**config.mk**
```make
export PLATFORM = sky130hd
export DESIGN_NAME = qif_neuron_array_flat
export DESIGN_NICKNAME = d
export VERILOG_FILES = /design/src/rtl/qif_pkg.sv /design/src/rtl/qif_neuron_array_if.sv /design/src/rtl/qif_update.sv /design/src/rtl/qif_neuron_array.sv /design/src/flat_wrapper.sv
export SDC_FILE = /design/constraint.sdc
export NUM_CORES = 1
export LEC_CHECK = 0
export ABC_CLOCK_PERIOD_IN_PS = 8250
export BUFFER_PORTS_ARGS = -buffer_cell sky130_fd_sc_hd__buf_4
export CAP_MARGIN = 20
export CORE_ASPECT_RATIO = 1.1
export CORE_MARGIN = 2
export CORE_UTILIZATION = 30
export DETAILED_ROUTE_END_ITERATION = 10
export HOLD_SLACK_MARGIN = 0.05
export PLACE_DENSITY = 0.5
export SYNTH_ARGS = -nofsm -noshare
export SYNTH_HDL_FRONTEND = slang
export SYNTH_SLANG_ARGS = --single-unit
```
**constraint.sdc**
```tcl
create_clock -name clk -period 8.25 [get_ports clk]
set_input_delay 0.825 -clock clk [delete_from_list [all_inputs] [get_ports clk]]
set_output_delay 0.825 -clock clk [all_outputs]
set_load 0.01 [all_outputs]
```
**src/rtl/qif_pkg.sv**
```systemverilog
// Shared constants, width helpers and channel-state type for the QIF neuron array.
package qif_pkg;

  localparam int DEF_N_CH       = 4;
  localparam int DEF_W          = 8;
  localparam int DEF_V_TH       = 200;
  localparam int DEF_V_RESET    = 0;
  localparam int DEF_V_REST     = 0;
  localparam int DEF_LEAK_SHIFT = 3;
  localparam int DEF_REFRAC     = 2;

  function automatic int ptr_w(input int n);
    return (n > 1) ? $clog2(n) : 1;
  endfunction

  // One extra bit so out-of-range monitor selects are representable.
  function automatic int sel_w(input int n);
    return $clog2(n) + 1;
  endfunction

  function automatic int rcnt_w(input int refrac);
    return (refrac > 0) ? $clog2(refrac + 1) : 1;
  endfunction

  localparam int DEF_RCNT_W = rcnt_w(DEF_REFRAC);

  typedef struct packed {
    logic [DEF_W-1:0]      v;
    logic [DEF_RCNT_W-1:0] rcnt;
  } chan_state_t;

endpackage

```
**src/rtl/qif_neuron_array_if.sv**
```systemverilog
// Control/observation bundle of the QIF neuron array: drive side (master) and array side (slave).
interface qif_neuron_array_if
  import qif_pkg::*;
#(
  parameter int N_CH = DEF_N_CH,
  parameter int W    = DEF_W
);

  logic                    en;
  logic [N_CH*W-1:0]       i_syn;
  logic [sel_w(N_CH)-1:0]  mon_sel;
  logic [W-1:0]            v_mon;
  logic [N_CH-1:0]         spike;
  logic                    frame_done;

  modport master (
    output en, i_syn, mon_sel,
    input  v_mon, spike, frame_done
  );

  modport slave (
    input  en, i_syn, mon_sel,
    output v_mon, spike, frame_done
  );

endinterface

```
**src/rtl/qif_update.sv**
```systemverilog
// Combinational single-channel QIF step: refractory hold, quadratic growth, leak, threshold.
module qif_update
  import qif_pkg::*;
#(
  parameter int W          = DEF_W,
  parameter int V_TH       = DEF_V_TH,
  parameter int V_RESET    = DEF_V_RESET,
  parameter int LEAK_SHIFT = DEF_LEAK_SHIFT,
  parameter int REFRAC     = DEF_REFRAC,
  parameter int RCNT_W     = rcnt_w(DEF_REFRAC)
) (
  input  logic [W-1:0]      v,
  input  logic [RCNT_W-1:0] rcnt,
  input  logic [W-1:0]      i_syn,
  output logic [W-1:0]      v_next,
  output logic [RCNT_W-1:0] rcnt_next,
  output logic              fire
);

  localparam int SUM_W = W + 2;

  // Full-precision square, keeping only the upper half (v*v / 2^W).
  function automatic logic [W-1:0] square_hi(input logic [W-1:0] x);
    logic [2*W-1:0] prod;
    prod = {{W{1'b0}}, x} * {{W{1'b0}}, x};
    return prod[2*W-1:W];
  endfunction

  logic [W-1:0]     sq;
  logic [W-1:0]     leak;
  logic [SUM_W-1:0] sum;

  always_comb begin
    sq        = square_hi(v);
    leak      = v >> LEAK_SHIFT;
    // leak <= v, so the subtraction cannot wrap below zero.
    sum       = {2'b00, v} + {2'b00, sq} + {2'b00, i_syn} - {2'b00, leak};
    fire      = 1'b0;
    v_next    = sum[W-1:0];
    rcnt_next = rcnt;
    if (rcnt != '0) begin
      v_next    = W'(V_RESET);
      rcnt_next = rcnt - RCNT_W'(1);
    end else if (sum >= SUM_W'(V_TH)) begin
      fire      = 1'b1;
      v_next    = W'(V_RESET);
      rcnt_next = RCNT_W'(REFRAC);
    end
  end

endmodule

```
**src/rtl/qif_neuron_array.sv**
```systemverilog
// Time-multiplexed QIF neuron array: one shared update path visits channels round-robin.
module qif_neuron_array
  import qif_pkg::*;
#(
  parameter int N_CH       = DEF_N_CH,
  parameter int W          = DEF_W,
  parameter int V_TH       = DEF_V_TH,
  parameter int V_RESET    = DEF_V_RESET,
  parameter int V_REST     = DEF_V_REST,
  parameter int LEAK_SHIFT = DEF_LEAK_SHIFT,
  parameter int REFRAC     = DEF_REFRAC
) (
  input  logic              clk,
  input  logic              rst,
  qif_neuron_array_if.slave bus
);

  localparam int PTR_W  = ptr_w(N_CH);
  localparam int SEL_W  = sel_w(N_CH);
  localparam int RCNT_W = rcnt_w(REFRAC);

  typedef struct packed {
    logic [W-1:0]      v;
    logic [RCNT_W-1:0] rcnt;
  } ch_state_t;

  ch_state_t         st [N_CH];
  logic [PTR_W-1:0]  ptr_p0;
  ch_state_t         cur;
  logic [W-1:0]      i_cur;
  logic [W-1:0]      v_next;
  logic [RCNT_W-1:0] rcnt_next;
  logic              fire;
  logic [W-1:0]      mon_v;
  logic              last_ch;

  logic [N_CH-1:0]   spike_p1;
  logic              frame_done_p1;
  logic [W-1:0]      v_mon_p1;

  always_comb begin
    cur     = st[ptr_p0];
    i_cur   = bus.i_syn[ptr_p0*W +: W];
    last_ch = (ptr_p0 == PTR_W'(N_CH - 1));
    mon_v   = '0;
    if (bus.mon_sel < SEL_W'(N_CH))
      mon_v = st[bus.mon_sel[PTR_W-1:0]].v;
  end

  qif_update #(
    .W          (W),
    .V_TH       (V_TH),
    .V_RESET    (V_RESET),
    .LEAK_SHIFT (LEAK_SHIFT),
    .REFRAC     (REFRAC),
    .RCNT_W     (RCNT_W)
  ) u_update (
    .v         (cur.v),
    .rcnt      (cur.rcnt),
    .i_syn     (i_cur),
    .v_next    (v_next),
    .rcnt_next (rcnt_next),
    .fire      (fire)
  );

  // Stage p0: channel state and scan pointer
  always_ff @(posedge clk) begin
    if (rst) begin
      ptr_p0 <= '0;
      for (int k = 0; k < N_CH; k++)
        st[k] <= '{v: W'(V_REST), rcnt: '0};
    end else if (bus.en) begin
      st[ptr_p0] <= '{v: v_next, rcnt: rcnt_next};
      ptr_p0     <= last_ch ? '0 : ptr_p0 + PTR_W'(1);
    end
  end

  // Stage p1: registered spike, frame and monitor outputs
  always_ff @(posedge clk) begin
    if (rst) begin
      spike_p1      <= '0;
      frame_done_p1 <= 1'b0;
      v_mon_p1      <= '0;
    end else begin
      spike_p1      <= '0;
      frame_done_p1 <= 1'b0;
      if (bus.en) begin
        spike_p1[ptr_p0] <= fire;
        frame_done_p1    <= last_ch;
      end
      v_mon_p1 <= mon_v;
    end
  end

  assign bus.spike      = spike_p1;
  assign bus.frame_done = frame_done_p1;
  assign bus.v_mon      = v_mon_p1;

endmodule

```
**src/flat_wrapper.sv**
```systemverilog
// flat-port wrapper written by rule: the top's interface ports become plain ports
module qif_neuron_array_flat import qif_pkg::*;
#(
  parameter int N_CH       = DEF_N_CH,
  parameter int W          = DEF_W,
  parameter int V_TH       = DEF_V_TH,
  parameter int V_RESET    = DEF_V_RESET,
  parameter int V_REST     = DEF_V_REST,
  parameter int LEAK_SHIFT = DEF_LEAK_SHIFT,
  parameter int REFRAC     = DEF_REFRAC
)
  (clk, rst, bus_en, bus_i_syn, bus_mon_sel, bus_v_mon, bus_spike, bus_frame_done);
  qif_neuron_array_if #(.N_CH(N_CH), .W(W)) bus_i ();
  input  logic clk;
  input  logic rst;
  input wire logic [$bits(bus_i.en)-1:0] bus_en;
  input wire logic [$bits(bus_i.i_syn)-1:0] bus_i_syn;
  input wire logic [$bits(bus_i.mon_sel)-1:0] bus_mon_sel;
  output wire logic [$bits(bus_i.v_mon)-1:0] bus_v_mon;
  output wire logic [$bits(bus_i.spike)-1:0] bus_spike;
  output wire logic [$bits(bus_i.frame_done)-1:0] bus_frame_done;
  assign bus_i.en = bus_en;
  assign bus_i.i_syn = bus_i_syn;
  assign bus_i.mon_sel = bus_mon_sel;
  assign bus_v_mon = bus_i.v_mon;
  assign bus_spike = bus_i.spike;
  assign bus_frame_done = bus_i.frame_done;
  qif_neuron_array #(.N_CH(N_CH), .W(W), .V_TH(V_TH), .V_RESET(V_RESET), .V_REST(V_REST), .LEAK_SHIFT(LEAK_SHIFT), .REFRAC(REFRAC)) u_core (.clk(clk), .rst(rst), .bus(bus_i));
endmodule
```
==> implementation parameters <==
Parameter                              Value

Status
  Outcome ... finished clean

Drt
  Final antenna-violating net count ... 0
  Post-DR vias/cell ... 4.87
  Sum of met3 wire segment lengths after detailed routing ... 551 um
  Detailed-routing iteration count for the pre-antenna-repair pass ... 4
  Count of unresolved DRC violations after routing ... 0
  Routed length on met1 ... 5.76 mm
  Wire per inst ... 16.5 um
  Number of design-rule violations left by the first detailed-router iteration ... 123
  Top metal layer carrying routed signals ... met4
  Sum of routed wire length over all layers ... 12.6 mm
  Met2 wire length ... 6.10 mm
  Count of vias placed by the detailed router ... 3,721

Cells and area
  Ant. Diodes ... 0
  Number of nets in the finished design ... 672
  Final design instance area without fill ... 6770 um2
  Filler cells ... 1,556
  Synth-to-Final Area Change ... 36.6%
  Layout cells sized above 1 ... 40.0%

Synth
  Top_reg_cell synth ... sky130_fd_sc_hd__edfxtp_1
  Simple-Gate Fraction of Synth Area ... 15.4%
  Fraction of the mapped netlist area in compound gates ... 6.18%
  Multiplexer share of the synthesized area ... 12.9%
  Syn nets ... 567
  Adder and majority gate portion of the synthesized area ... 25.4%
  Number of register bits inferred by synthesis ... 57
  Number of library cell types mapped by synthesis ... 51
  Post-synth design cell area ... 4960 um2
  Syn avg cell area ... 11.0 um2
  Post-synthesis share of cell area spent on xor and xnor gates ... 2.30%
  Top cells by instance count after synthesis ... sky130_fd_sc_hd__inv_1, sky130_fd_sc_hd__ha_1, sky130_fd_sc_hd__edfxtp_1
  Cell with the most instances after synthesis ... sky130_fd_sc_hd__inv_1
  Dominant cell type by area after synthesis ... sky130_fd_sc_hd__edfxtp_1
  Yosys warning count ... 0
  Top area cells in the synthesized netlist ... sky130_fd_sc_hd__edfxtp_1, sky130_fd_sc_hd__fa_1, sky130_fd_sc_hd__ha_1
  Seq/Total Area, Yosys ... 31.1%
  Top cell type's share of synthesized area ... 24.2%
  Count of flip-flops with a built-in enable after synthesis ... 40
  Count of mapped cells out of synthesis ... 450
  Async set-reset flop share out of synthesis ... 0%
  Combinational family with the most area after synthesis ... adder cells

Timing
  Post-Route Skew ... 4.29 ps
  Minimum setup slack in the final design ... 220 ps
  Worst hold-check slack ... 709 ps
  Count of final hold-check violations ... 0
  Max-slew headroom at the worst pin ... 45.4%
  Unrepaired setup endpoints after global routing ... true
  Transition time at the pin with the least slew margin ... 818 ps
  Max Slew Vio Count ... 0
  Maximum clock frequency ... 125 MHz
  Final critical delay including setup and external delays ... 8030 ps
  Final cycle utilization of the critical path ... 97.3%
  Endpoints failing setup ... 0

CTS
  Total clock buffers created by CTS ... 9
  # hold bufs at CTS ... 0
  Later-pin clock latency in the skew report ... 330 ps
  Maximum clock insertion buffer count ... 2
  Htree depth ... 3
  TritonCTS Sinks ... 57
  Clk slew on worst S/H paths ... 50 ps
  CTS tree ... built
  CTS root buf ... sky130_fd_sc_hd__clkbuf_16

Flow run
  Count of maximum capacitance violations ... 0

Critical path
  Kind of end point of the critical path ... flip-flop
  Most frequent cell on the critical path ... sky130_fd_sc_hd__fa_2
  Worst EP arrival ... 8160 ps
  Critical Path RT ... 8380 ps
  Worst reg2reg setup slack ... 220 ps
  Largest fanout of any net on the critical path ... 9
  CP peak stage delay ... 580 ps
  Library cell contributing the largest single delay on the critical path ... sky130_fd_sc_hd__mux4_2
  CP Class ... flip-flop to flip-flop
  Startpoint type of the worst setup path ... flip-flop

Placement
  DP HPWL ... 9.48 mm
  Final GP Congestion ... 0.819
  Cell area after placement ... 5840 um2
  Worst slack at placement ... -118 ps
  Count of input and output buffers ... 50

Hold path
  Worst Min Path Start ... u_core.st[2][8]$_SDFFCE_PN0P_
  Hold Path Class ... flip-flop to flip-flop

Power and ir drop
  Pwr Density ... 433 nW/um2
  Peak VDD IR ... 0.000315 V
  Total power after layout ... 0.00293 W
  Leakage power summed over all cells ... 2.97 nW

Global route
  Largest net degree at the start of global routing ... 35
  Global-route wire length before repair ... 19.3 mm
  Overall track demand over capacity in global routing ... 13.9%
  Sum of overflow across all layers after global routing ... 0
  Initial antenna violation count ... 0
  Via count of the first global-routing pass ... 3,777

Floorplanning
  Die area ... 17,600 um2
  Number of rows in the core area ... 49
  Horizontal die dimension ... 127 um
  Height of the die ... 139 um
  Effective utilization at floorplan ... 30.5%
  Num ports ... 51
  Core area ... 16,200 um2
sequential cells by signal, indices dropped and copies added, names as in the netlist, named ones only:
name,cells
u_core.st,40
u_core.bus.spike,4
u_core.bus.frame_done,1
u_core.ptr_p0,2
u_core.bus.v_mon,8
cell usage in the layout (no fill, tap or decap), types with 3 or more instances in the layout:
| cell type | n |
|---|---|
| sky130_fd_sc_hd__ha_1 | 36 |
| sky130_fd_sc_hd__nor2b_1 | 12 |
| sky130_fd_sc_hd__and2_1 | 5 |
| sky130_fd_sc_hd__nand2_1 | 16 |
| sky130_fd_sc_hd__clkbuf_8 | 3 |
| sky130_fd_sc_hd__and3_1 | 7 |
| sky130_fd_sc_hd__inv_4 | 3 |
| sky130_fd_sc_hd__fa_2 | 4 |
| sky130_fd_sc_hd__and2_4 | 4 |
| sky130_fd_sc_hd__a21o_1 | 5 |
| sky130_fd_sc_hd__inv_2 | 8 |
| sky130_fd_sc_hd__a21oi_1 | 11 |
| sky130_fd_sc_hd__or2_2 | 7 |
| sky130_fd_sc_hd__fa_1 | 32 |
| sky130_fd_sc_hd__buf_4 | 94 |
| sky130_fd_sc_hd__xnor2_1 | 7 |
| sky130_fd_sc_hd__nor4_2 | 6 |
| sky130_fd_sc_hd__o21ai_0 | 5 |
| sky130_fd_sc_hd__nand3_1 | 5 |
| sky130_fd_sc_hd__inv_1 | 63 |
| sky130_fd_sc_hd__xor2_1 | 6 |
| sky130_fd_sc_hd__nand2b_1 | 12 |
| sky130_fd_sc_hd__edfxtp_1 | 40 |
| sky130_fd_sc_hd__nor3_2 | 10 |
| sky130_fd_sc_hd__dfxtp_1 | 16 |
| sky130_fd_sc_hd__nor3_4 | 4 |
| sky130_fd_sc_hd__mux4_2 | 24 |
| sky130_fd_sc_hd__ha_4 | 6 |
| sky130_fd_sc_hd__buf_6 | 11 |
| sky130_fd_sc_hd__mux2i_1 | 3 |
| sky130_fd_sc_hd__clkbuf_16 | 12 |
| sky130_fd_sc_hd__nor4_4 | 6 |
| sky130_fd_sc_hd__nor3_1 | 7 |
| sky130_fd_sc_hd__nor2_1 | 28 |
logic make-up after synthesis:
group,count (synthesis)
AO/OA/AOI/OAI,42
XOR/XNOR,13
adder cells (fa/ha/maj),79
buffers and inverters,87
flip-flops,57
multiplexers,29
AND/OR/NAND/NOR,143
per-layer routing:
| metal | up-vias | global-route usage, % |
|---|---|---|
| li1 | 1790 | - |
| met4 | 0 | 2.89 |
| met5 | - | 0 |
| met3 | 11 | 2.82 |
| met1 | 1829 | 19.3 |
| met2 | 91 | 22.6 |
cell type report:
type                    instances  area [um2]  share of cell area [%]
inverters                      73         279                    4.12
flip-flops and latches         57        1540                    22.8
multi-input cells             306        3440                    50.8
clock inverters                 3        66.3                   0.979
clock buffers                  13         292                    4.30
repair buffers                108         900                    13.3
well taps                     204         255                    3.77
final timing paths:
| check | end | cells past startpoint |
|---|---|---|
| hold / removal | u_core.bus.v_mon[6]$_SDFF_PP0_ | 2 |
| hold reg to reg | u_core.bus.v_mon[6]$_SDFF_PP0_ | 2 |
| setup / recovery | u_core.st[1][3]$_SDFFCE_PN0P_ | 29 |
| setup reg to reg | u_core.st[1][3]$_SDFFCE_PN0P_ | 29 |
stage by stage:
stage,TNS (ps),util [%],std cells
finish,0,41.7,764
global route,-181,41.7,764
CTS,0,38.2,748
detailed placement,-896,35.9,729
global placement,-286,35.9,729
floorplan,0,-,450
critical path: cells and delay by family, from the launching register on:
family / cells / cell delay (ps)
compound gates: 5 / 1070
xor+xnor: 1 / 230
fa+ha+maj: 8 / 3440
buf+inv: 7 / 700
flops: 1 / 340
mux: 1 / 580
simple gates: 7 / 1450
power breakdown:
| part | switching, W | internal (W) | total, W |
|---|---|---|---|
| Sequential | 0.0000125 | 0.000333 | 0.000346 |
| Combinational | 0.00115 | 0.00100 | 0.00215 |
| Clock | 0.000128 | 0.000307 | 0.000436 |
| Total | 0.00129 | 0.00164 | 0.00293 |
repair_timing:
action,CTS,global route
resized for setup,7,85
setup buffers,3,12
endpoints found under the hold margin,0,0
gates cloned,0,4
pin swaps,1,42
endpoints found under the setup margin,21,40
Power figures use the tool's default switching activity.
